$ cat src/rtl/popcount_pattern_gen.sv
// Pattern generator emitting WIDTH-bit vectors of a known Hamming weight, rotated beat to beat.
// Optional macro POPGEN_LFSR_EN replaces the unit rotation step with an LFSR-derived step.
module popcount_pattern_gen #(
    parameter int WIDTH = 23,
    parameter int CW    = 5
) (
    input  logic             clk,
    input  logic             rst_n,
    input  logic             req_valid,
    output logic             req_ready,
    input  logic [CW-1:0]    req_weight,
    input  logic [7:0]       req_beats,
    output logic             out_valid,
    input  logic             out_ready,
    output logic [WIDTH-1:0] out_vec,
    output logic [CW-1:0]    out_weight,
    output logic             out_last
);

    // state | meaning
    // IDLE  | waiting for a request, req_ready high
    // EMIT  | presenting beats until the last one is accepted
    typedef enum logic {IDLE, EMIT} state_t;

    localparam logic [CW-1:0] W_CNT = CW'(WIDTH);
    localparam logic [CW:0]   W_EXT = (CW+1)'(WIDTH);

    state_t           state_q, state_d;
    logic [CW-1:0]    k_q, k_d;
    logic [CW-1:0]    rot_q, rot_d;
    logic [7:0]       cnt_q, cnt_d;
    logic             out_valid_d, out_last_d;
    logic [WIDTH-1:0] out_vec_d;
    logic [CW-1:0]    out_weight_d;
    logic [CW-1:0]    k_req;
    logic [CW-1:0]    step;
    logic [CW:0]      rot_sum;
    logic [CW-1:0]    rot_inc;

    function automatic logic [WIDTH-1:0] gen_vec(input logic [CW-1:0] k, input logic [CW-1:0] r);
        logic [WIDTH-1:0]   therm;
        logic [2*WIDTH-1:0] dbl;
        for (int i = 0; i < WIDTH; i++) therm[i] = (i < int'(k));
        // Upper half of the shifted doubled word is the rotate-left result.
        dbl = {therm, therm} << r;
        return dbl[2*WIDTH-1:WIDTH];
    endfunction

`ifdef POPGEN_LFSR_EN
    logic [7:0] lfsr_q;
    logic [CW:0] l_ext;
    logic [CW:0] step_ext;

    assign l_ext    = (CW+1)'(lfsr_q[4:0]);
    assign step_ext = (l_ext >= W_EXT) ? l_ext - W_EXT : l_ext;
    assign step     = CW'(step_ext);

    // Fibonacci taps for x^8+x^6+x^5+x^4+1; advances once per accepted beat.
    always_ff @(posedge clk or negedge rst_n) begin
        if (!rst_n) begin
            lfsr_q <= 8'h01;
        end else if (out_valid && out_ready) begin
            lfsr_q <= {lfsr_q[6:0], lfsr_q[7] ^ lfsr_q[5] ^ lfsr_q[4] ^ lfsr_q[3]};
        end
    end
`else
    assign step = CW'(1);
`endif

    assign k_req     = (req_weight > W_CNT) ? W_CNT : req_weight;
    assign rot_sum   = {1'b0, rot_q} + {1'b0, step};
    assign rot_inc   = CW'((rot_sum >= W_EXT) ? rot_sum - W_EXT : rot_sum);
    assign req_ready = (state_q == IDLE);

    always_ff @(posedge clk or negedge rst_n) begin
        if (!rst_n) begin
            state_q    <= IDLE;
            k_q        <= '0;
            rot_q      <= '0;
            cnt_q      <= '0;
            out_valid  <= 1'b0;
            out_vec    <= '0;
            out_weight <= '0;
            out_last   <= 1'b0;
        end else begin
            state_q    <= state_d;
            k_q        <= k_d;
            rot_q      <= rot_d;
            cnt_q      <= cnt_d;
            out_valid  <= out_valid_d;
            out_vec    <= out_vec_d;
            out_weight <= out_weight_d;
            out_last   <= out_last_d;
        end
    end

    always_comb begin
        state_d      = state_q;
        k_d          = k_q;
        rot_d        = rot_q;
        cnt_d        = cnt_q;
        out_valid_d  = out_valid;
        out_vec_d    = out_vec;
        out_weight_d = out_weight;
        out_last_d   = out_last;
        case (state_q)
            IDLE: begin
                // A zero-beat request is consumed here without leaving IDLE.
                if (req_valid && (req_beats != 8'd0)) begin
                    state_d      = EMIT;
                    k_d          = k_req;
                    rot_d        = '0;
                    cnt_d        = req_beats;
                    out_valid_d  = 1'b1;
                    out_vec_d    = gen_vec(k_req, '0);
                    out_weight_d = k_req;
                    out_last_d   = (req_beats == 8'd1);
                end
            end
            EMIT: begin
                if (out_ready) begin
                    if (cnt_q == 8'd1) begin
                        state_d      = IDLE;
                        cnt_d        = '0;
                        rot_d        = '0;
                        out_valid_d  = 1'b0;
                        out_vec_d    = '0;
                        out_weight_d = '0;
                        out_last_d   = 1'b0;
                    end else begin
                        cnt_d      = cnt_q - 8'd1;
                        rot_d      = rot_inc;
                        out_vec_d  = gen_vec(k_q, rot_inc);
                        out_last_d = (cnt_q == 8'd2);
                    end
                end
            end
            default: state_d = IDLE;
        endcase
    end

endmodule

$ cat config.mk
export PLATFORM = sky130hd
export DESIGN_NAME = popcount_pattern_gen
export DESIGN_NICKNAME = d
export VERILOG_FILES = /design/src/rtl/popcount_pattern_gen.sv
export SDC_FILE = /design/constraint.sdc
export NUM_CORES = 1
export LEC_CHECK = 0
export CORE_MARGIN = 2
export CORE_UTILIZATION = 30
export DETAILED_ROUTE_END_ITERATION = 12
export DONT_BUFFER_PORTS = 1
export GPL_ROUTABILITY_DRIVEN = 0
export HOLD_SLACK_MARGIN = 0.02
export MAX_ROUTING_LAYER = met4
export PLACE_DENSITY = 0.47
export SKIP_CTS_REPAIR_TIMING = 1
export SLEW_MARGIN = 20
export SYNTH_ARGS = -nofsm -noshare
export SYNTH_HDL_FRONTEND = slang
export SYNTH_SLANG_ARGS = --single-unit
$ cat constraint.sdc
create_clock -name clk -period 8.3 [get_ports clk]
set_clock_uncertainty 0.05 [all_clocks]
set_input_delay 1.245 -clock clk [delete_from_list [all_inputs] [get_ports clk]]
set_output_delay 1.245 -clock clk [all_outputs]
set_load 0.05 [all_outputs]
==> results of run 1 <==
## state kept, by name, summed over array words and instances (netlist names)
name	flops
out_weight	5
out_valid	1
cnt_q	8
out_last	1
k_q	5
out_vec	23
state_q	1
rot_q	5
## where the power goes
group	leakage [nW]	total, W	switching [W]	internal [W]
sequential	0.613	0.000692	0.000361	0.000331
clock	0.0641	0.000205	0.0000923	0.000112
combinational	1.18	0.00137	0.000911	0.000455
total	1.86	0.00226	0.00136	0.000898
## worst register-to-register path: stages, from the launching register on
cell and delay, ns:
dfrtp_1 0.32, buf_4 0.32, inv_1 0.32, ha_1 0.88, inv_1 0.46, nand2_1 0.29, o21ai_0 0.11, o221ai_1 0.29
o31a_1 0.81, nor3_1 0.19, a221oi_1 0.39, a21oi_1 0.12
## layout make-up
| class | count | area [um^2] |
|---|---|---|
| Tap cell | 216 | 270.3 |
| Timing Repair Buffer | 7 | 52.55 |
| Inverter | 13 | 48.80 |
| Multi-Input combinational cell | 535 | 3452 |
| Fill cell | 1745 | 10810 |
| Sequential cell | 49 | 1226 |
| Clock buffer | 7 | 132.6 |
| Clock inverter | 1 | 7.507 |
## cell families after synthesis
kind of cell | synth area share [%]
xor+xnor | 0.8603
buf+inv | 5.869
fa+ha+maj | 1.897
compound gates | 40.91
simple gates | 22.57
flops | 24.79
mux | 3.112
## path summary, 6_finish.rpt
check	slack (ns)	from	endpoint	cells after the start
max	3.63	rot_q[0]$_DFFE_PN0P_	out_vec[10]$_DFFE_PN0P_	11
min in group asynchronous	0.59	rst_n	cnt_q[4]$_DFFE_PN0P_	0
max reg2reg	3.63	rot_q[0]$_DFFE_PN0P_	out_vec[10]$_DFFE_PN0P_	11
min reg2reg	0.49	cnt_q[7]$_DFFE_PN0P_	cnt_q[7]$_DFFE_PN0P_	2
min	0.49	cnt_q[7]$_DFFE_PN0P_	cnt_q[7]$_DFFE_PN0P_	2
max in group asynchronous	7.52	rst_n	k_q[2]$_DFFE_PN0P_	0
## metal layers
| layer | track usage (%) | routed length, um | up-vias |
|---|---|---|---|
| met5 | - | 0 | - |
| met4 | 6.093 | 476 | 0 |
| met3 | 3.998 | 1740 | 45 |
| met2 | 31.95 | 8283 | 334 |
| met1 | 29.34 | 8112 | 2549 |
| li1 | - | - | 2436 |
## metrics by stage
step / total power (W) / setup slack (ns)
final: 0.002262 / 3.626
after global routing: 0.002404 / 3.214
after CTS: 0.002228 / 3.784
after detailed placement: 0.002009 / 3.792
after global placement: 0.002022 / 3.843
after floorplan: 0.001649 / 4.992
## placed cells by master, fill, tap and decap left out, types with 5 or more instances in the layout
cell type and n:
a211o_1 5, a211oi_1 16, a21o_1 6, a21oi_1 58, a221o_1 5, a31oi_1 15, a32oi_1 7, buf_4 7
clkbuf_16 5, dfrtp_1 49, ha_1 5, inv_1 11, mux2i_1 12, nand2_1 68, nand2b_1 9, nand3_1 14
nand4_1 5, nor2_1 63, nor3_1 28, nor4_1 5, o211ai_1 18, o21a_1 6, o21ai_0 53, o221ai_1 9
o22ai_1 7, o31ai_1 9, o32ai_1 5
==> results.py, run 1 <==
metrics = {
    "global_route": {
        "grt_pass1_vias": 4954,
        "grt_pass1_wl_mm": 29.17,
        "globalRouteOverflowTotal": 0,
        "antenna_found_initial": 0,
        "grt.total_usage_pct": 21.35,
        "grt_start_max_net_pins": 50,
    },
    "timing": {
        "fin_hold_ws_ns": 0.4899,
        "slew_headroom_pct": 33.30,
        "worst_slew_pin_slew_ns": 1.000,
        "setup_viol": 0,
        "period_needed_ns": 4.674,
        "period_share_pct": 56.32,
        "hold_violations": 0,
        "max_freq_mhz": 213.9,
        "setup_tns_ns": 0,
        "rsz0062_at_grt": "false",
        "drv_slew": 0,
    },
    "clocking": {
        "cts-buffers-inserted": 5,
        "root_buffer": "clkbuf_16",
        "cts_tree": "done",
        "clock_latency_ns": 0.30,
        "cts.sinks": 49,
        "htree_levels": 2,
        "cts.path.max_buffers": 2,
        "clk_pin_slew_ns": 0.07,
    },
    "critical_path": {
        "critPathLaunchType": "register",
        "path_buf_inv": 3,
        "crit_top_cell": "inv_1",
        "cpLargestDelayFamily": "compound AO/OA/AOI/OAI gates",
        "cp-end-kind": "register",
        "path_max_fanout": 28,
        "cp.required_ns": 8.42,
        "cp.arrival_ns": 4.80,
        "critPathMaxStageDelay_ns": 0.88,
        "crit_type": "reg2reg",
        "cp_slowest_cell": "ha_1",
        "worstPathCellList": "buf_4 -> inv_1 -> ha_1 -> inv_1 -> nand2_1 -> o21ai_0 -> o221ai_1 -> o31a_1 -> nor3_1 -> a221oi_1 -> a21oi_1",
    },
    "finish": {
        "n_antenna_cell": 0,
        "fin_area_um2": 5190,
        "drive_gt1_share_pct": 9.641,
        "num-nets-final": 633,
        "fin_util_pct": 32.44,
        "syn_to_final_growth_pct": 4.933,
        "fin_cells": 828,
    },
    "placement": {
        "dp_hpwl_mm": 13.35,
        "placed_cells": 820,
        "portBuffers": 0,
        "post_dp_cell_area_um2": 5041,
    },
    "routing": {
        "finalWirelength_mm": 18.61,
        "first_pass_iters": 6,
        "via_count": 5364,
        "ant_nets": 0,
        "viasPerCell": 6.478,
        "drc": 0,
        "drt-initial-drc-count": 950,
        "routedWlPerCell_um": 22.48,
    },
    "synthesis": {
        "synth_seq_area_share_pct": 24.79,
        "synth_common_cells": "68 x nand2_1, 63 x nor2_1, 59 x a21oi_1",
        "ys_seq_elements": 49,
        "syn_area_um2": 4946,
        "ys_types": 90,
        "yosys-top-cells-area": "dfrtp_1 25%, a21oi_1 6.0%, o21ai_0 5.5%, nand2_1 5.2%, nor2_1 4.8%",
        "syn-instance-count": 651,
        "synthArstFlopShare_pct": 100.0,
        "avgSynthCellArea_um2": 7.598,
        "netlist.area_leader.share_pct": 24.79,
        "synth_area_leader_cell": "dfrtp_1",
        "syn_nets": 673,
        "ys_warn_count": 0,
        "synth_edf_count": 0,
        "yosysMostFrequentCell": "nand2_1",
        "synthFlopType": "dfrtp_1",
    },
    "power": {
        "power.leakage_nw": 1.856,
        "powerDensity_nw_per_um2": 435.8,
        "peakVddDrop_v": 0.0001178,
    },
    "floorplanning": {
        "rows": 46,
        "die_area_um2": 17530,
        "ios": 48,
        "die_y_um": 132.4,
        "initial_core_util_pct": 30.91,
        "die_x_um": 132.4,
        "core-area_um2": 16000,
    },
    "run_status": {
        "status": "finished, final reports clean",
    },
    "flow_run": {
        "maxCapViolations": 0,
    },
    "hold_path": {
        "hold_class": "reg2reg",
    },
}
(Power assumes the default switching activity.)
==> run 2, diff against run 1 <==
- PLACE_DENSITY: 0.47 -> 0.48
- clock period: 8.3 -> 3.8 ns (I/O delays scaled with it)
==> run 2 against run 1 <==
Against the previous run:
- via count grew 3.9%
- cell count grew 4.2%
- count of clock-buffer cells in the layout shrank 1
- power grew 130%
- largest power group unchanged
==> results.py, run 2 (same netlist as run 1, synthesis figures left out) <==
metrics = {
    "run_status": {
        "status": "finished, final reports clean",
    },
    "clocking": {
        "root_buffer": "clkbuf_16",
        "cts.sinks": 49,
        "cts-buffers-inserted": 5,
        "cts.path.max_buffers": 2,
        "cts_tree": "done",
        "htree_levels": 2,
        "clock_latency_ns": 0.30,
        "clk_pin_slew_ns": 0.07,
    },
    "global_route": {
        "grt_pass1_wl_mm": 30.33,
        "globalRouteOverflowTotal": 0,
        "antenna_found_initial": 0,
        "grt.total_usage_pct": 22.07,
        "grt_pass1_vias": 5267,
        "grt_start_max_net_pins": 50,
    },
    "placement": {
        "dp_hpwl_mm": 14.34,
        "placed_cells": 854,
        "portBuffers": 0,
        "pre_cts_slack_ns": 0.2659,
    },
    "finish": {
        "largest_register_ffs": 23,
        "n_antenna_cell": 0,
        "final_cell_mix": "68 x nand2_1, 63 x nor2_1, 58 x a21oi_1, 53 x o21ai_0, 49 x dfrtp_1",
        "syn_to_final_growth_pct": 11.21,
        "multiInputGateArea_um2": 3443,
        "layout_commonest_cell": "nand2_1",
        "layout.area.seq_um2": 1226,
        "fin_cells": 863,
        "top_register": "out_vec",
        "largest_registers": "out_vec x23, cnt_q x8",
        "drive_gt1_share_pct": 14.84,
        "num-nets-final": 668,
        "n_fill_cell": 1714,
    },
    "floorplanning": {
        "die_area_um2": 17530,
        "die_y_um": 132.4,
        "initial_core_util_pct": 30.91,
        "die_x_um": 132.4,
        "core-area_um2": 16000,
        "ios": 48,
        "rows": 46,
    },
    "critical_path": {
        "cp-end-kind": "register",
        "cp.required_ns": 3.93,
        "path_max_fanout": 9,
        "critPathLaunchType": "register",
        "cp_slowest_cell": "a211oi_2",
        "cp.arrival_ns": 3.72,
        "critPathMaxStageDelay_ns": 0.57,
        "crit_type": "reg2reg",
        "worstPathCellList": "ha_1 -> nand2b_1 -> a31o_2 -> a211oi_2 -> nand2_2 -> o31a_1 -> a21boi_1 -> a211oi_1 -> o31ai_1",
    },
    "hold_path": {
        "hold_class": "in2async",
    },
    "power": {
        "powerDensity_nw_per_um2": 955.9,
        "peakVddDrop_v": 0.0003608,
        "power.leakage_nw": 2.051,
    },
    "timing": {
        "hold_violations": 0,
        "worst_slew_pin_slew_ns": 0.9478,
        "period_share_pct": 94.56,
        "period_needed_ns": 3.593,
        "slew_headroom_pct": 36.23,
        "setup_tns_ns": 0,
        "fin_ws_ns": 0.2067,
        "drv_slew": 0,
        "setup_viol": 0,
        "max_freq_mhz": 278.3,
        "rsz0062_at_grt": "false",
    },
    "routing": {
        "via_count": 5571,
        "ant_nets": 0,
        "routedWlPerCell_um": 22.18,
        "finalWirelength_mm": 19.14,
        "first_pass_iters": 7,
        "drt-initial-drc-count": 803,
        "viasPerCell": 6.455,
        "drc": 0,
    },
    "flow_run": {
        "maxCapViolations": 0,
    },
}
## run 2: changes by cell type in the layout (fill, tap and decap cells not counted)
cell,change
buf_16,+1
buf_4,+34
bufinv_16,+1
clkbuf_1,-2
clkbuf_8,+1
o31ai_2,+1
o31ai_4,-1
## run 2: layout make-up
type	instances	share of cell area, %
Clock buffer	6	2.525
Clock inverter	2	0.6824
Inverter	13	0.8872
Multi-Input combinational cell	535	62.60
Sequential cell	49	22.29
Tap cell	216	4.914
Timing Repair Buffer	42	6.096
## run 2: per-stage QoR
stage	instance area [um^2]	total power [W]	hold WS [ns]	util, %
final	5500	0.005258	0.07152	34.38
after global routing	5500	0.005561	0.07652	34.38
after CTS	5473	0.005168	-0.09978	34.20
after detailed placement	5296	0.004613	0.2259	33.10
after global placement	5296	0.004627	0.2257	33.10
after floorplan	4946	0.003601	0.2244	-
## run 2: metal layers
metal / vias to the layer above / part of all wire (%) / GRT usage [%]
met3: 58 / 9.6 / 3.998
met5: - / 0 / -
met4: 0 / 3.4 / 8.423
met1: 2646 / 41 / 28.84
met2: 358 / 46 / 33.97
li1: 2509 / - / -
## run 2: power by group
| part | internal [W] | leakage (nW) | switching (W) |
|---|---|---|---|
| registers | 0.000724 | 0.613 | 0.000711 |
| clock network | 0.000329 | 0.0831 | 0.000204 |
| logic | 0.00116 | 1.35 | 0.00213 |
## run 2: final timing paths
| path | to | slack, ns | cells past startpoint | start |
|---|---|---|---|---|
| max in group asynchronous | out_vec[7]$_DFFE_PN0P_ | 3.40 | 1 | rst_n |
| worst min-delay path | cnt_q[6]$_DFFE_PN0P_ | 0.07 | 1 | rst_n |
| worst max-delay path | out_vec[18]$_DFFE_PN0P_ | 0.21 | 9 | rot_q[0]$_DFFE_PN0P_ |
| min in group clk | state_q$_DFF_PN0_ | 0.32 | 1 | out_ready |
| worst min register to register | cnt_q[6]$_DFFE_PN0P_ | 0.49 | 2 | cnt_q[6]$_DFFE_PN0P_ |
| worst max register to register | out_vec[18]$_DFFE_PN0P_ | 0.21 | 9 | rot_q[0]$_DFFE_PN0P_ |
## run 2: critical path: cells and delay by family (launching register included)
kind | cells | cell delay [ns]
fa+ha+maj | 1 | 0.35
compound gates | 6 | 2.15
simple gates | 2 | 0.52
flops | 1 | 0.41
